`src/rtl/uart_bus_tx.sv`:
```
// uart_bus_tx: bus-attached 8N1 UART transmitter.
// A write in IDLE latches one byte, which is then sent as a start bit, eight
// data bits (LSB first) and a stop bit. Each bit lasts CLKS_PER_BIT clocks.
// The status word reports the last byte written and a busy flag.
module uart_bus_tx #(
  parameter int CLK_FREQ = 50_000_000,
  parameter int BAUD     = 115200
) (
  input  logic        clk,
  input  logic        rst_n,
  input  logic        uart_wen,
  input  logic [31:0] uart_wdata,
  output logic [31:0] uart_rdata,
  output logic        uart_ready,
  output logic        uart_txd
);

  localparam int CLKS_PER_BIT = CLK_FREQ / BAUD;
  // The counter only needs to reach CLKS_PER_BIT-1, so clog2 bits are enough
  // even when CLKS_PER_BIT is an exact power of two.
  localparam int CW = (CLKS_PER_BIT > 1) ? $clog2(CLKS_PER_BIT) : 1;
  localparam logic [CW-1:0] BAUD_LAST = CW'(CLKS_PER_BIT - 1);

  typedef enum logic [1:0] {
    IDLE  = 2'd0,
    START = 2'd1,
    DATA  = 2'd2,
    STOP  = 2'd3
  } state_t;

  state_t        state_q, state_d;
  logic [CW-1:0] baud_cnt_q, baud_cnt_d;
  logic [2:0]    bit_cnt_q, bit_cnt_d;
  logic [7:0]    shift_q, shift_d;
  logic [7:0]    last_byte_q, last_byte_d;
  logic          txd_q, txd_d;
  logic          baud_done;
  logic          busy;

  // Only the low byte of a write is transmitted; the rest is dropped.
  logic unused_wdata_hi;
  assign unused_wdata_hi = ^uart_wdata[31:8];

  assign baud_done = (baud_cnt_q == BAUD_LAST);
  assign busy      = (state_q != IDLE);

  // Next-state, counter and line-level computation.
  // The line level is derived from the current registered state, so the
  // start bit appears one cycle after the accepting edge and every bit period
  // is shifted by the same single cycle.
  always_comb begin
    state_d     = state_q;
    baud_cnt_d  = baud_cnt_q;
    bit_cnt_d   = bit_cnt_q;
    shift_d     = shift_q;
    last_byte_d = last_byte_q;
    txd_d       = 1'b1;
    case (state_q)
      IDLE: begin
        txd_d = 1'b1;
        if (uart_wen) begin
          shift_d     = uart_wdata[7:0];
          last_byte_d = uart_wdata[7:0];
          baud_cnt_d  = '0;
          bit_cnt_d   = 3'd0;
          state_d     = START;
        end
      end
      START: begin
        txd_d = 1'b0;
        if (baud_done) begin
          baud_cnt_d = '0;
          state_d    = DATA;
        end else begin
          baud_cnt_d = baud_cnt_q + CW'(1);
        end
      end
      DATA: begin
        txd_d = shift_q[0];
        if (baud_done) begin
          baud_cnt_d = '0;
          shift_d    = {1'b0, shift_q[7:1]};
          if (bit_cnt_q == 3'd7) begin
            bit_cnt_d = 3'd0;
            state_d   = STOP;
          end else begin
            bit_cnt_d = bit_cnt_q + 3'd1;
          end
        end else begin
          baud_cnt_d = baud_cnt_q + CW'(1);
        end
      end
      STOP: begin
        txd_d = 1'b1;
        if (baud_done) begin
          baud_cnt_d = '0;
          state_d    = IDLE;
        end else begin
          baud_cnt_d = baud_cnt_q + CW'(1);
        end
      end
      default: begin
        state_d = IDLE;
      end
    endcase
  end

  // State and output registers; reset drops any partial frame and idles the line.
  always_ff @(posedge clk or negedge rst_n) begin
    if (!rst_n) begin
      state_q     <= IDLE;
      baud_cnt_q  <= '0;
      bit_cnt_q   <= 3'd0;
      shift_q     <= 8'h00;
      last_byte_q <= 8'h00;
      txd_q       <= 1'b1;
    end else begin
      state_q     <= state_d;
      baud_cnt_q  <= baud_cnt_d;
      bit_cnt_q   <= bit_cnt_d;
      shift_q     <= shift_d;
      last_byte_q <= last_byte_d;
      txd_q       <= txd_d;
    end
  end

  assign uart_ready = (state_q == IDLE);
  assign uart_txd   = txd_q;
  assign uart_rdata = {16'h0000, last_byte_q, 7'h00, busy};

`ifndef SYNTHESIS
  // A bit period shorter than two clocks cannot be timed by this counter.
  always_ff @(posedge clk) begin
    assert (CLKS_PER_BIT >= 2)
      else $error("uart_bus_tx: CLKS_PER_BIT must be at least 2");
  end
`endif

endmodule
```
`config.mk`:
```
export PLATFORM = sky130hd
export DESIGN_NAME = uart_bus_tx
export DESIGN_NICKNAME = d
export VERILOG_FILES = /design/src/rtl/uart_bus_tx.sv
export SDC_FILE = /design/constraint.sdc
export NUM_CORES = 1
export LEC_CHECK = 0
export BUFFER_PORTS_ARGS = -buffer_cell sky130_fd_sc_hd__buf_4
export CORE_UTILIZATION = 49
export DETAILED_ROUTE_END_ITERATION = 12
export PLACE_DENSITY = 0.79
export SLEW_MARGIN = 20
export SYNTH_ARGS = -nofsm -noshare
export SYNTH_HDL_FRONTEND = slang
export SYNTH_SLANG_ARGS = --single-unit
```
`constraint.sdc`:
```
create_clock -name clk -period 2.1 [get_ports clk]
set_input_delay 0 -clock clk [delete_from_list [all_inputs] [get_ports clk]]
set_output_delay 0 -clock clk [all_outputs]
set_load 0.03 [all_outputs]
```
==> results of run 1 <==
==> cell usage after synthesis <==
master | instances | area share
a21oi_1 | 6 | 0.016
o22ai_1 | 1 | 0.0034
a221o_1 | 2 | 0.011
nor3_1 | 2 | 0.0054
nor2_4 | 1 | 0.0060
clkbuf_1 | 3 | 0.0060
nand2_2 | 1 | 0.0034
a22o_1 | 6 | 0.028
conb_1 | 1 | 0.0020
nor4b_4 | 1 | 0.013
nand3_1 | 4 | 0.011
nand2b_1 | 4 | 0.013
a31oi_1 | 1 | 0.0034
a2bb2oi_1 | 1 | 0.0047
o2bb2ai_1 | 2 | 0.0094
and3_1 | 1 | 0.0034
a31oi_2 | 1 | 0.0067
a211o_1 | 1 | 0.0047
nor2b_1 | 2 | 0.0067
dfstp_2 | 1 | 0.014
nand4_1 | 3 | 0.010
ha_1 | 9 | 0.060
a211oi_1 | 1 | 0.0040
or4b_1 | 1 | 0.0054
inv_1 | 6 | 0.012
nor2_1 | 11 | 0.022
buf_2 | 3 | 0.0080
mux2_2 | 16 | 0.097
a22oi_1 | 1 | 0.0040
xnor2_1 | 1 | 0.0047
mux2_1 | 8 | 0.048
and4_1 | 1 | 0.0047
o21ai_0 | 4 | 0.011
buf_4 | 24 | 0.097
a21o_1 | 3 | 0.012
dfrtp_1 | 30 | 0.40
a21oi_2 | 1 | 0.0047
xor2_1 | 1 | 0.0047
nor4_1 | 1 | 0.0034
nand2_1 | 7 | 0.014
==> final timing paths <==
kind                                             start                        end  cells after the start
worst min register to register  shift_q[3]$_DFFE_PN0P_     shift_q[3]$_DFFE_PN0P_                      1
max in group asynchronous                        rst_n         uart_txd$_DFF_PN1_                      2
worst max register to register  state_q[0]$_DFFE_PN0P_     state_q[1]$_DFFE_PN0P_                      6
worst min-delay path                          uart_wen  baud_cnt_q[6]$_DFFE_PN0P_                      3
worst max-delay path            state_q[0]$_DFFE_PN0P_     state_q[1]$_DFFE_PN0P_                      6
min in group asynchronous                        rst_n     shift_q[2]$_DFFE_PN0P_                      2
==> power groups by stage <==
| stage | clock [mW] | combinational (mW) | sequential (mW) |
|---|---|---|---|
| floorplan | 0 | 0.0984 | 0.617 |
| global placement | 0 | 0.0956 | 0.617 |
| detailed placement | 0 | 0.0962 | 0.618 |
| CTS | 0.492 | 0.109 | 0.607 |
| global route | 0.517 | 0.118 | 0.607 |
| finish | 0.483 | 0.109 | 0.607 |
==> final cells by class <==
cell class                 count  area [µm²]
clock buffer                   7       86.33
clock inverter                 1       5.005
fill                         299        1470
inverter                       6       22.52
multi-input combinational    129       942.2
sequential                    31       777.0
tap                           48       60.06
timing repair buffer          35       297.8
==> flip-flops by register name, summed over array words and instances (netlist names) <==
| name | cells |
|---|---|
| last_byte_q | 8 |
| shift_q | 8 |
| uart_txd | 1 |
| baud_cnt_q | 9 |
| state_q | 2 |
| bit_cnt_q | 3 |
==> worst register-to-register path, stage by stage (launching register included) <==
cell       delay (ps)
dfrtp_1           400
inv_1             150
ha_1              190
nor2b_1           260
buf_12            190
a2bb2oi_1         260
mux2_1            350
==> layer usage <==
layer	track usage	up-vias	share of wire	wire length (µm)
met1	0.2227	645	0.45	1549
met5	0	-	0	0
met2	0.3085	40	0.49	1671
met4	0.09943	0	0.018	63
li1	-	639	-	-
met3	0.03986	8	0.043	147
==> logic make-up (layout without fill, tap and decap cells) <==
| family | after synthesis | in the layout | share of synthesized area |
|---|---|---|---|
| xor+xnor | 2 | 2 | 0.009391 |
| flops | 31 | 31 | 0.4165 |
| buf+inv | 36 | 49 | 0.1227 |
| fa+ha+maj | 9 | 9 | 0.06036 |
| simple gates | 40 | 40 | 0.1214 |
| compound gates | 31 | 31 | 0.1227 |
| mux | 24 | 24 | 0.1449 |
| other cells | 1 | 23 | 0.002010 |
==> per-stage QoR <==
stage / cells / power (mW) / area (µm²) / worst slack (ps) / util
2_1_floorplan: 196 / 0.7155 / 1948 / 33.71 / -
3_3_place_gp: 240 / 0.7131 / 2009 / 236.2 / 0.5489
3_5_place_dp: 240 / 0.7143 / 2009 / 186.7 / 0.5489
4_1_cts: 257 / 1.208 / 2191 / 185.1 / 0.5984
5_1_grt: 257 / 1.243 / 2191 / 94.44 / 0.5984
6_report: 257 / 1.200 / 2191 / 177.5 / 0.5984
==> summary.txt, run 1 <==
Timing
  • Fin crit share: 0.9155
  • Max-slew violation count: 0
  • Final worst clock skew: 6.135 ps
  • Slew @ Worst Pin: 519.1 ps
  • RSZ-0062 raised after global routing: false
  • Maximum achievable frequency: 0.5202 GHz
  • Min Tclk post-route: 1922 ps
  • Final Hold Viols: 0
  • Setup violators final: 0
  • Worst Hold Slack: 97.66 ps
  • Setup TNS: 0 ps
  • Relative slew slack: 0.6518

Placement
  • Dpl hpwl: 2299 µm
  • Routability congestion estimate from global placement: 0.7657
  • Port Buffers: 21

Detailed routing
  • Drt pass-1 iters: 4
  • Detail Route Antenna Nets: 0
  • Vias: 1332
  • Vias/cell: 5.183
  • DRT Wirelength: 3432 µm
  • DR WL/cell: 13.35 µm
  • Detailed Route Iter0 Violations: 76
  • # DRC: 0

Die
  • Site Rows: 22
  • Core area: 0.003661 mm²
  • Die area: 0.004058 mm²
  • Die H: 63.70 µm
  • Die width: 63.70 µm
  • I/O pins: 69
  • Initial core utilization: 0.5096

Synth
  • Synth Warn #: 0
  • Synth Register Bits: 31
  • Netlist cell types: 40
  • Syn Area/Cell: 10.72 µm²
  • Mapped cell area: 0.001866 mm²
  • Fraction of the yosys area taken by sequential cells: 0.4165
  • Cells after Synth: 174

GRT
  • Total grt overflow: 0
  • Total GRT Usage: 0.1858
  • Antenna violations before repair: 0
  • Largest net degree at the start of global routing: 32
  • Vias in the first global route: 1287
  • Global-route wire length before repair: 5713 µm

Setup path
  • Critical path class: reg2reg
  • Slowest library cell on the worst path: dfrtp_1
  • Critical Path End Type: flop
  • Worst Setup Start Kind: flop
  • Reg2reg setup slack: 180 ps
  • CP arrival: 2090 ps
  • CP bufs+invs: 2
  • CP peak stage delay: 400 ps
  • CP delay by family, top: flip-flops
  • Crit path required time: 2270 ps
  • CP max FO: 19
  • Worst-path cell chain: inv_1, ha_1, nor2b_1, buf_12, a2bb2oi_1, mux2_1

Power
  • Share of power burned in registers: 0.506
  • Logic pwr share: 0.091
  • NetSw: 299.7 µW
  • LEAKAGE: 1.050 nW
  • Clock Power Share: 0.403
  • Peak supply drop: 332.2 µV
  • Pwr/cell area: 547.7 mW/mm²
  • Internal: 900.2 µW
  • Switching share of power: 0.2498

Min path
  • HP Class: in2reg

Finish
  • Final nets: 252
  • Area delta synth->final: 17.44%
  • Most frequent cells in the layout: dfrtp_1 (30), buf_4 (25), conb_1 (23)
  • Most common cell after layout, fill and taps aside: dfrtp_1
  • # diodes: 0
  • Layout cells sized above 1: 0.2632

Clock network
  • Clock Sinks: 31
  • Post-CTS Setup Repair Bufs: 0
  • # hold bufs at CTS: 9
  • Clk slew on worst S/H paths: 60 ps
  • Htree depth: 2
  • CTS resizes: 0
  • CTS tree: built
  • Root buffer cell: clkbuf_8
  • CTS Buf Count: 5
  • Clk buf depth: 2
  • Clk Latency, worst-skew pair: 290 ps

Status
  • Status: finished, final reports clean

Flow run
  • Max Cap Violations: 0
(Power assumes the default switching activity.)
==> run 2: changes to the inputs <==
CORE_UTILIZATION = 44   (was 49)
PLACE_DENSITY = 0.75   (was 0.79)
clock period = 1.7 ns   (was 2.1 ns; I/O delays follow)
==> summary.txt, run 2 (same netlist as run 1, synthesis figures left out) <==
Finish
  • Final nets: 280 (was 252)
  • Most frequent cells in the layout: buf_4 (48), dfrtp_1 (30), conb_1 (23) (was dfrtp_1 (30), buf_4 (25), conb_1 (23))
  • Biggest register: baud_cnt_q (unchanged)
  • Layout cells sized above 1: 0.4219 (was 0.2632)
  • Regs by FF count: baud_cnt_q x9, last_byte_q x8, shift_q x8 (unchanged)
  • Most common cell after layout, fill and taps aside: buf_4 (was dfrtp_1)
  • Share of the core filled with cells: 0.6255 (was 0.5984)
  • # diodes: 0 (unchanged)
  • Area delta synth->final: 35.08% (was 17.44%)
  • Max FFs per register: 9 (unchanged)

Power
  • Clock Power Share: 0.421 (was 0.403)
  • Pwr/cell area: 612.4 mW/mm² (was 547.7 mW/mm²)
  • NetSw: 382.2 µW (was 299.7 µW)
  • Logic pwr share: 0.092 (was 0.091)
  • Share of power burned in registers: 0.487 (was 0.506)
  • Switching share of power: 0.2477 (was 0.2498)
  • LEAKAGE: 1.230 nW (was 1.050 nW)
  • Peak supply drop: 527.8 µV (was 332.2 µV)
  • Tot Pwr: 1.543 mW (was 1.200 mW)
  • Internal: 1.161 mW (was 900.2 µW)

Placement
  • Dpl hpwl: 2633 µm (was 2299 µm)
  • Routability congestion estimate from global placement: 0.8050 (was 0.7657)
  • Placement Setup Slack: -39.67 ps (was 186.7 ps)
  • Port Buffers: 21 (unchanged)

Timing
  • Setup TNS: -53.94 ps (was 0 ps)
  • Final worst clock skew: 5.392 ps (was 6.135 ps)
  • Setup slack after layout: -29.96 ps (was 177.5 ps)
  • RSZ-0062 raised after global routing: true (was false)
  • Fin crit share: 1.018 (was 0.9155)
  • Final Hold Viols: 0 (unchanged)
  • Setup violators final: 4 (was 0)
  • Max-slew violation count: 0 (unchanged)
  • Maximum achievable frequency: 0.5781 GHz (was 0.5202 GHz)
  • Min Tclk post-route: 1730 ps (was 1922 ps)

GRT
  • Met1 Use GR: 0.2553 (was 0.2227)
  • GR Util met2: 0.3313 (was 0.3085)
  • Gr busiest metal: met2 (unchanged)
  • Total GRT Usage: 0.2069 (was 0.1858)
  • Global-route wire length before repair: 6762 µm (was 5713 µm)
  • Largest net degree at the start of global routing: 32 (unchanged)
  • Total grt overflow: 0 (unchanged)
  • Vias in the first global route: 1429 (was 1287)
  • M3 GR Usage: 0.06336 (was 0.03986)
  • Antenna violations before repair: 0 (unchanged)

Setup path
  • Levels on crit path: 6 (unchanged)
  • Critical path class: reg2reg (unchanged)
  • CP delay by family, top: simple AND/OR/NAND/NOR gates (was flip-flops)
  • Worst Setup Start Kind: flop (unchanged)
  • Critical Path End Type: flop (unchanged)
  • Reg2reg setup slack: -30 ps (was 180 ps)
  • Slowest library cell on the worst path: nor4b_4 (was dfrtp_1)
  • CP bufs+invs: 2 (unchanged)
  • Crit path to: bit_cnt_q[2]$_DFFE_PN0P_ (was state_q[1]$_DFFE_PN0P_)
  • Worst-path cell chain: nor4b_4, buf_6, buf_4, and3_1, a22o_1, a221o_1 (was inv_1, ha_1, nor2b_1, buf_12, a2bb2oi_1, mux2_1)
  • CP max FO: 6 (was 19)
  • Reg2reg path depth: 6 (unchanged)
  • Source of the critical timing path: baud_cnt_q[2]$_DFFE_PN0P_ (was state_q[0]$_DFFE_PN0P_)
  • Crit Reg-Reg Startpoint: baud_cnt_q[2]$_DFFE_PN0P_ (was state_q[0]$_DFFE_PN0P_)
  • Reg2reg end: bit_cnt_q[2]$_DFFE_PN0P_ (was state_q[1]$_DFFE_PN0P_)
  • CP peak stage delay: 420 ps (was 400 ps)
  • CP arrival: 1960 ps (was 2090 ps)
  • Crit path required time: 1930 ps (was 2270 ps)

Detailed routing
  • Vias/cell: 5.261 (was 5.183)
  • Detailed Route Iter0 Violations: 104 (was 76)
  • DRT Wirelength: 4225 µm (was 3432 µm)
  • Drt pass-1 iters: 4 (unchanged)
  • # DRC: 0 (unchanged)
  • Vias: 1510 (was 1332)
  • Detail Route Antenna Nets: 0 (unchanged)
  • DR WL/cell: 14.72 µm (was 13.35 µm)

Clock network
  • CTS Buf Count: 5 (unchanged)
  • Clk slew on worst S/H paths: 70 ps (was 60 ps)
  • Clk buf depth: 2 (unchanged)
  • Htree depth: 2 (unchanged)
  • Clock Sinks: 31 (unchanged)
  • Clk Latency, worst-skew pair: 290 ps (about the same)
  • CTS tree: built (unchanged)
  • Root buffer cell: clkbuf_8 (unchanged)

Status
  • Status: complete, but fails checks (was finished, final reports clean)
  • Failing checks: setup timing

Die
  • I/O pins: 69 (unchanged)
  • Die H: 67.12 µm (was 63.70 µm)
  • Die width: 67.12 µm (was 63.70 µm)
  • Core area: 0.004029 mm² (was 0.003661 mm²)
  • Site Rows: 23 (was 22)
  • Initial core utilization: 0.4630 (was 0.5096)
  • Die area: 0.004504 mm² (was 0.004058 mm²)

Flow run
  • Max Cap Violations: 0 (unchanged)

Min path
  • HP Class: in2reg (unchanged)
==> run 2: cell types whose count changed in the layout (fill, tap and decap cells not counted), moves of 2 or more <==
| cell | delta |
|---|---|
| ha_1 | -2 |
| inv_1 | -2 |
| mux2_4 | +6 |
| inv_2 | +2 |
| mux2_1 | -6 |
| buf_4 | +23 |
| buf_6 | +6 |
==> run 2: area by class of cell <==
class | instances | area, µm²
fill | 308 | 1509
multi-input combinational | 129 | 1040
sequential | 31 | 777.0
timing repair buffer | 63 | 518.0
clock buffer | 8 | 100.1
tap | 50 | 62.56
inverter | 6 | 22.52
==> run 2: power groups by stage <==
stage	clock network, mW	logic, mW	registers [mW]
4_1_cts	0.658	0.142	0.751
2_1_floorplan	0	0.127	0.763
3_3_place_gp	0	0.123	0.764
3_5_place_dp	0	0.126	0.764
6_report	0.649	0.143	0.751
5_1_grt	0.704	0.155	0.751
==> run 2: per-stage QoR <==
stage               cells  cell area, µm²  hold slack [ps]
floorplan             196            1993           -295.6
global placement      267            2222           -45.59
detailed placement    267            2222           -39.06
CTS                   286            2461            93.34
global route          287            2520            141.7
finish                287            2520            133.6
==> run 2: worst min path at each step <==
stage                        start                         end  slack [ps]  depth (start not counted)
final                     uart_wen   baud_cnt_q[6]$_DFFE_PN0P_         130                          3
after floorplan              rst_n   baud_cnt_q[0]$_DFFE_PN0P_        -300                          0
after detailed placement     rst_n  last_byte_q[1]$_DFFE_PN0P_         -40                          1
after global placement       rst_n  last_byte_q[1]$_DFFE_PN0P_         -50                          1
after global routing      uart_wen   baud_cnt_q[6]$_DFFE_PN0P_         140                          3
after CTS                 uart_wen   baud_cnt_q[6]$_DFFE_PN0P_          90                          3
==> run 2: what timing repair did <==
item,CTS,global route
pin swaps,3,5
hold buffers,9,0
setup endpoints to repair,12,16
endpoints found under the hold margin,39,0
setup buffers,2,1
gates resized for setup,8,11
==> run 2: metal layers <==
metal  part of all wire  vias up
met2               0.50       52
met4              0.013        0
met3              0.045        4
li1                   -      692
met5                  0        -
met1               0.44      762
==> run 2: tightest hold or removal path, cell delays in order <==
cell      delay, ps
buf_4           130
nand2b_1        160
a31oi_1         100
